===== config.mk =====
export PLATFORM = sky130hd
export DESIGN_NAME = avalon_mm_arb_master
export DESIGN_NICKNAME = d
export VERILOG_FILES = /design/src/rtl/avalon_pkg.sv /design/src/rtl/rr_arbiter.sv /design/src/rtl/avalon_mm_arb_master.sv
export SDC_FILE = /design/constraint.sdc
export NUM_CORES = 1
export LEC_CHECK = 0
export ABC_CLOCK_PERIOD_IN_PS = 3300
export CAP_MARGIN = 20
export CORE_AREA = 2 2 135 137
export DETAILED_ROUTE_END_ITERATION = 12
export DIE_AREA = 0 0 137 139
export PLACE_DENSITY = 0.76
export SLEW_MARGIN = 20
export SYNTH_ARGS = -nofsm -noshare
export SYNTH_HDL_FRONTEND = slang
export SYNTH_SLANG_ARGS = --single-unit

===== constraint.sdc =====
create_clock -name CLK -period 3.3 [get_ports CLK]
set_input_delay 0.495 -clock CLK [delete_from_list [all_inputs] [get_ports CLK]]
set_output_delay 0.495 -clock CLK [all_outputs]
set_load 0.01 [all_outputs]

===== src/rtl/avalon_pkg.sv =====
// Shared types and constants for the arbitrated Avalon-MM master.
package avalon_pkg;

  typedef enum logic [1:0] {IDLE, XFER, DONE} av_state_t;

  localparam int unsigned ARB_FIXED = 0;
  localparam int unsigned ARB_RR    = 1;

  // $clog2 that never returns a zero width
  function automatic int unsigned clog2_min1(input int unsigned v);
    return (v <= 1) ? 1 : $clog2(v);
  endfunction

endpackage


===== src/rtl/rr_arbiter.sv =====
// Combinational one-hot arbiter: fixed priority (index 0 highest) or round-robin
// starting one past the last grant.
module rr_arbiter
  import avalon_pkg::*;
#(
  parameter int unsigned N    = 3,
  parameter int unsigned MODE = ARB_RR,
  localparam int unsigned PTR_W = clog2_min1(N)
) (
  input  logic [N-1:0]     req,
  input  logic [PTR_W-1:0] last,
  output logic [N-1:0]     gnt
);

  logic             found;
  logic [PTR_W-1:0] idx;

  always_comb begin
    gnt   = '0;
    found = 1'b0;
    idx   = '0;
    for (int unsigned i = 0; i < N; i++) begin
      idx = (MODE == ARB_FIXED) ? PTR_W'(i) : PTR_W'((32'(last) + 32'd1 + i) % N);
      if (!found && req[idx]) begin
        gnt[idx] = 1'b1;
        found    = 1'b1;
      end
    end
  end

endmodule


===== src/rtl/avalon_mm_arb_master.sv =====
// N-requester Avalon-MM master: arbitrates valid/done requesters onto one bus
// port with LOCK sequences and a waitrequest timeout.
module avalon_mm_arb_master
  import avalon_pkg::*;
#(
  parameter int unsigned NUM_REQ  = 3,
  parameter int unsigned ADDR_W   = 32,
  parameter int unsigned DATA_W   = 32,
  parameter int unsigned ARB_MODE = ARB_RR,
  parameter int unsigned TIMEOUT  = 256
) (
  input  logic                      CLK,
  input  logic                      RST_N,
  input  logic [NUM_REQ-1:0]        req_valid,
  input  logic [NUM_REQ-1:0]        req_rnw,
  input  logic [NUM_REQ-1:0]        req_lock,
  input  logic [NUM_REQ*ADDR_W-1:0] req_addr,
  input  logic [NUM_REQ*DATA_W-1:0] req_wdata,
  output logic [NUM_REQ-1:0]        req_done,
  output logic [NUM_REQ-1:0]        req_err,
  output logic [DATA_W-1:0]         req_rdata,
  output logic                      busy,
  output logic [ADDR_W-1:0]         ADDRESS,
  output logic                      BEGINTRANSFER,
  output logic                      READ,
  output logic                      WRITE,
  output logic [DATA_W-1:0]         WRITEDATA,
  output logic                      LOCK,
  input  logic [DATA_W-1:0]         READDATA,
  input  logic                      WAITREQUEST
);

  localparam int unsigned      PTR_W     = clog2_min1(NUM_REQ);
  localparam int unsigned      CNT_W     = clog2_min1(TIMEOUT + 1);
  localparam logic [CNT_W-1:0] CNT_MAX   = '1;
  localparam logic [CNT_W-1:0] CNT_LIMIT = CNT_W'(TIMEOUT);
  localparam logic [PTR_W-1:0] PTR_RST   = PTR_W'(NUM_REQ - 1);

  av_state_t           state_q, state_d;
  logic [PTR_W-1:0]    gnt_q, gnt_d, last_q, last_d, owner_q, owner_d, gnt_idx_c;
  logic [CNT_W-1:0]    cnt_q, cnt_d, cnt_inc;
  logic                lock_req_q, lock_req_d, locked_q, locked_d;
  logic [NUM_REQ-1:0]  arb_req, gnt_oh, done_d, err_d;
  logic [DATA_W-1:0]   rdata_d, wdata_d;
  logic [ADDR_W-1:0]   addr_d;
  logic                busy_d, bt_d, read_d, write_d, lock_d;

  // While locked only the owner may win arbitration
  assign arb_req = locked_q ? (req_valid & (NUM_REQ'(1) << owner_q)) : req_valid;

  rr_arbiter #(.N(NUM_REQ), .MODE(ARB_MODE)) u_arb (
    .req  (arb_req),
    .last (last_q),
    .gnt  (gnt_oh)
  );

  always_comb begin
    gnt_idx_c = '0;
    for (int unsigned i = 0; i < NUM_REQ; i++) begin
      if (gnt_oh[i]) gnt_idx_c = PTR_W'(i);
    end
  end

  always_comb begin
    state_d    = state_q;
    gnt_d      = gnt_q;
    last_d     = last_q;
    owner_d    = owner_q;
    cnt_d      = cnt_q;
    cnt_inc    = (cnt_q == CNT_MAX) ? cnt_q : cnt_q + CNT_W'(1);
    lock_req_d = lock_req_q;
    locked_d   = locked_q;
    done_d     = '0;
    err_d      = '0;
    rdata_d    = req_rdata;
    busy_d     = busy;
    addr_d     = ADDRESS;
    wdata_d    = WRITEDATA;
    bt_d       = 1'b0;
    read_d     = READ;
    write_d    = WRITE;
    lock_d     = LOCK;
    case (state_q)
      IDLE: begin
        if (|arb_req) begin
          gnt_d      = gnt_idx_c;
          last_d     = gnt_idx_c;
          addr_d     = req_addr[int'(gnt_idx_c) * ADDR_W +: ADDR_W];
          wdata_d    = req_wdata[int'(gnt_idx_c) * DATA_W +: DATA_W];
          read_d     = req_rnw[gnt_idx_c];
          write_d    = ~req_rnw[gnt_idx_c];
          bt_d       = 1'b1;
          lock_req_d = req_lock[gnt_idx_c];
          lock_d     = req_lock[gnt_idx_c] | locked_q;
          cnt_d      = '0;
          busy_d     = 1'b1;
          state_d    = XFER;
        end
      end
      XFER: begin
        if (!WAITREQUEST) begin
          read_d        = 1'b0;
          write_d       = 1'b0;
          rdata_d       = READ ? READDATA : '0;
          done_d[gnt_q] = 1'b1;
          locked_d      = lock_req_q;
          lock_d        = lock_req_q;
          if (lock_req_q) owner_d = gnt_q;
          state_d       = DONE;
        end else begin
          cnt_d = cnt_inc;
          if ((TIMEOUT != 0) && (cnt_inc == CNT_LIMIT)) begin
            read_d        = 1'b0;
            write_d       = 1'b0;
            rdata_d       = '1;
            done_d[gnt_q] = 1'b1;
            err_d[gnt_q]  = 1'b1;
            locked_d      = 1'b0;
            lock_d        = 1'b0;
            state_d       = DONE;
          end
        end
      end
      DONE: begin
        cnt_d   = '0;
        busy_d  = 1'b0;
        state_d = IDLE;
      end
      default: state_d = IDLE;
    endcase
  end

  always_ff @(posedge CLK or negedge RST_N) begin
    if (!RST_N) begin
      state_q       <= IDLE;
      gnt_q         <= '0;
      last_q        <= PTR_RST;
      owner_q       <= '0;
      cnt_q         <= '0;
      lock_req_q    <= 1'b0;
      locked_q      <= 1'b0;
      req_done      <= '0;
      req_err       <= '0;
      req_rdata     <= '0;
      busy          <= 1'b0;
      ADDRESS       <= '0;
      BEGINTRANSFER <= 1'b0;
      READ          <= 1'b0;
      WRITE         <= 1'b0;
      WRITEDATA     <= '0;
      LOCK          <= 1'b0;
    end else begin
      state_q       <= state_d;
      gnt_q         <= gnt_d;
      last_q        <= last_d;
      owner_q       <= owner_d;
      cnt_q         <= cnt_d;
      lock_req_q    <= lock_req_d;
      locked_q      <= locked_d;
      req_done      <= done_d;
      req_err       <= err_d;
      req_rdata     <= rdata_d;
      busy          <= busy_d;
      ADDRESS       <= addr_d;
      BEGINTRANSFER <= bt_d;
      READ          <= read_d;
      WRITE         <= write_d;
      WRITEDATA     <= wdata_d;
      LOCK          <= lock_d;
    end
  end

endmodule


After elaboration in Yosys (flattened, before gate mapping)
Index checks and enable logic that the tools add are counted. Widths: inputs -> output; s select.

Output and inout bits: 107. Logic and storage cells: 125. Register bits: 126. Bits of input ports: 236.

Reductions and logical operators: 20. Multiplexer cells: 55. Equality and inequality tests: 8. $lt $le $gt $ge: 9. Add/subtract/negate cells: 4. Shifts and indexed selects: 3. Divide/modulo/power cells: 3. Bitwise logic cells: 6.

Operator list (count): $shiftx 96x8->32 (2); $mod 32x2->32 const B (3); $mux 32 (3); $add 32x1->32 const B (1); $add 32x2->32 const B (1); $mux 3 (9); $mux 9 (3); $pmux 9 s3 (1); $mux 1 (21); $eq 9x9->1 const B (2); $lt 2x3->1 const B (5); $bmux 1 s2 (5); $add 9x1->9 const B (1); $reduce_and 3->1 (3); $demux 1 s2 (4); $ge 2x1->1 const B (4); $mux 2 (4); $pmux 1 s2 (4); $reduce_and 2->1 (4); $logic_and 1x1->1 (6); $or 3x3->3 (2); $ne 2x2->1 const B (2); $pmux 2 s2 (1); $reduce_bool 2->1 (2); other kinds (13) (15).

Logic depth before layout (Yosys ltp)
Depth in word-level cells: 19. Mapped depth: 12.

Cells and area by module
Synthesis repeated with hierarchy kept, for this count alone.

Cells, all modules: 728. Area, all modules: 6812.8 um^2.

Modules (own cells, without submodules): avalon_mm_arb_master (cells each 696, seq. area each 3129.3 um^2, area each 6585.1 um^2, instances 1); rr_arbiter (cells each 32, seq. area each 0.0 um^2, area each 227.7 um^2, instances 1).

Worst setup path before layout
Ideal clock, no wire load.

Kind: reg2reg. From: register, netlist name gnt_q[0]. To: register gnt_q[1]. Required time: 3.181 ns. Stages on the path, launching flop included: 12. Setup slack: 0.862 ns. Arrival time: 2.320 ns. Clock period less this slack: 2.438 ns. Library setup time: 0.119 ns. Buffers on the path: 3. Cell sequence: dfrtp_1 inv_1 ha_1 buf_2 and2_1 a31oi_1 a2bb2oi_1 o32ai_2 or2_1 buf_4 buf_4 o21a_1.

RTL lines: end signal, assigned (line avalon_mm_arb_master.sv:154) `gnt_q <= gnt_d;`; end, declared (line avalon_mm_arb_master.sv:40) `logic [PTR_W-1:0] gnt_q, gnt_d, last_q, last_d, owner_q, owner_d, gnt_idx_c;`.

==> results.py <==
metrics = {
    "status": {
        "status": "complete, no violations",
    },
    "final_layout": {
        "utilization": 0.611,
        "final_cell_mix": "clkdlybuf4s50_1 (341), dfrtp_1 (124), a21oi_1 (98), and3_1 (72), mux2i_1 (71)",
        "final_cells": 1256,
        "n_fill_cell": 1499,
        "antenna_cells": 0,
        "stdcell_area_um2": 10800,
        "fin_nets": 1255,
        "drive_above_1_share": 0.0652,
        "mostFrequentLayoutCell": "clkdlybuf4s50_1",
        "area_growth_pct": 66.7,
    },
    "place": {
        "placed_area_um2": 10200,
        "hpwl_um": 16700,
        "port-buffer-count": 342,
        "gp_congestion": 0.868,
        "dp_cells": 1224,
    },
    "sta": {
        "max_freq_mhz": 354,
        "slew_headroom": 0.552,
        "fin_crit_sh": 0.857,
        "setup_viol": 0,
        "skew_ps": 11.7,
        "worst_hold_slack_ps": 78.9,
        "tightest_slew_ps": 669,
        "rsz0062_at_grt": "no",
        "slew_viol_final": 0,
        "finalHoldViolCount": 0,
        "period_minus_slack_ps": 2830,
        "finalSetupTns_ps": 0,
    },
    "clock_tree": {
        "holdBufCountCts": 0,
        "cts_tree": "built",
        "ctsHtreeMaxLevel": 4,
        "clkSlewWorstSetupHoldPaths_ps": 60,
        "ctsLongestPathBuffers": 2,
        "numCtsBuffers": 17,
        "clock_sinks": 125,
        "insertion_delay_ps": 420,
        "cts-root-buf": "clkbuf_16",
        "cts_resized": 0,
        "postCtsSetupBuffers": 0,
    },
    "floorplan": {
        "die_w_um": 137,
        "start_util": 0.367,
        "ios": 343,
        "num_rows": 49,
        "dieHeight_um": 139,
        "die_area_um2": 19000,
        "coreArea_um2": 17700,
    },
    "setup_path": {
        "critPathMaxFanout": 50,
        "start_kind": "register",
        "cp.required_ps": 3610,
        "reg2reg_from": "gnt_q[0]$_DFFE_PN0P_",
        "crit_start": "gnt_q[0]$_DFFE_PN0P_",
        "criticalPathCategory": "reg -> reg",
        "worstPathArrival_ps": 3140,
        "cp-end-kind": "register",
    },
    "route": {
        "drc": 0,
        "vias": 6427,
        "firstDrtPassIters": 5,
        "wl_per_cell_um": 17.9,
        "ant_nets": 0,
        "drt-total-wl_um": 22500,
        "vias_per_cell": 5.12,
        "detail_route.iter0.violations": 408,
    },
    "synth": {
        "synthesis.area_um2": 6470,
        "synth_simple_gate_area_frac": 0.163,
        "synth-seq-area-share": 0.483,
        "yosysTopAreaCell": "dfrtp_1",
        "synth_compound_area_frac": 0.182,
        "synth-edff-count": 0,
        "synth_xor_area_frac": 0.00135,
        "synth_cells": 683,
        "synth_top_family_by_area": "compound AO/OA/AOI/OAI gates",
        "synthAdderAreaFrac": 0.00966,
        "ys_seq_elements": 125,
        "muxShareOfSynthArea": 0.113,
        "yosys_most_used_dff": "dfrtp_1",
        "yosysWarnings": 0,
        "synth_top_cell_area_share": 0.479,
        "synth_area_leaders": "dfrtp_1 (48%), mux2i_1 (11%), a21oi_1 (7.6%)",
        "syn_avg_cell_area_um2": 9.48,
        "syn_nets": 924,
        "ys_types": 56,
        "synth-async-reset-ratio": 1.00,
    },
    "grt": {
        "track_usage": 0.237,
        "grt_pass1_wl_um": 35000,
        "grt_max_degree": 56,
        "grt_overflow": 0,
        "grt_pass1_vias": 6433,
        "antenna_found_initial": 0,
    },
    "pwr": {
        "cellPowerDensity_nw_per_um2": 916,
        "cellLeakagePower_uw": 0.00494,
        "ir_drop_v": 0.000697,
    },
    "job": {
        "maxCapViolations": 0,
    },
    "min_path": {
        "hold_path_class": "in -> async",
    },
}
routing by layer:
layer / global-route usage / wire length (um) / up-vias
met1: 0.306 / 9490 / 3030
met4: 0.0846 / 515 / 0
met3: 0.0577 / 1580 / 33
met5: 0 / 0 / -
met2: 0.386 / 10900 / 259
li1: - / - / 3105
cells by family after synthesis:
group                      Yosys count
xor gates and xnor gates             1
buffers and inverters               61
and+or+nand+nor                    210
DFF                                125
muxes                               73
AOI/OAI and AO/OA                  208
adders and majority gates            5
synthesized netlist by cell type, types with 2 or more instances:
cell and count:
a21o_1 2, a21oi_1 98, a31oi_1 3, and2_1 5, and3_1 72, and4_1 2, buf_2 4, buf_4 7
buf_6 6, clkbuf_1 31, dfrtp_1 124, ha_1 5, inv_1 9, mux2_2 2, mux2i_1 71, nand2_1 49
nand2b_1 4, nand3_1 8, nand3b_1 4, nor2_1 54, nor2b_1 3, nor3_1 2, nor4_1 3, o211ai_1 6
o21ai_0 33, o21ai_1 41, o21bai_1 2, o22ai_1 2, o31ai_1 4
registers in the layout, summed over array words and instances, names as in the netlist, 3 cells and up:
register	count
req_rdata	32
req_err	3
WRITEDATA	32
req_done	3
ADDRESS	32
cnt_q	9
area by class of cell:
type,count,area [um2],area share
sequential,125,3130,0.290
inverter,11,41.3,0.00383
multi-input combinational,497,3060,0.283
clock inverter,14,205,0.0190
clock buffer,18,429,0.0398
timing repair buffer,362,3650,0.338
tap,229,287,0.0265
critical path: stages, from the launching register on:
cell,delay [ps]
dfrtp_1,370
inv_1,150
ha_1,350
and2_1,190
a31oi_1,310
a2bb2oi_1,300
o32ai_4,150
or2_2,310
buf_4,300
o21ai_0,300
metrics by stage:
stage / setup slack [ps] / power (uW)
after floorplan: 862 / 5450
after global placement: 410 / 7800
after detailed placement: 293 / 7900
after CTS: 460 / 9960
after global routing: 284 / 10500
final: 472 / 9890
final timing paths:
kind	end	slack (ps)	depth (start not counted)
setup / recovery	WRITEDATA[16]$_DFFE_PN0P_	470	9
hold / removal	req_rdata[3]$_DFFE_PN0P_	80	1
setup reg to reg	WRITEDATA[16]$_DFFE_PN0P_	470	9
hold reg to reg	WRITEDATA[10]$_DFFE_PN0P_	490	2
max in group asynchronous	last_q[1]$_DFFE_PN1P_	2390	2
min in group CLK	WRITEDATA[10]$_DFFE_PN0P_	490	2
power by group:
group / internal, uW / leakage, uW / switching, uW
logic: 2540 / 0.00309 / 2640
clock network: 1280 / 0.000308 / 743
registers: 2260 / 0.00154 / 428
(Power assumes the default switching activity.)
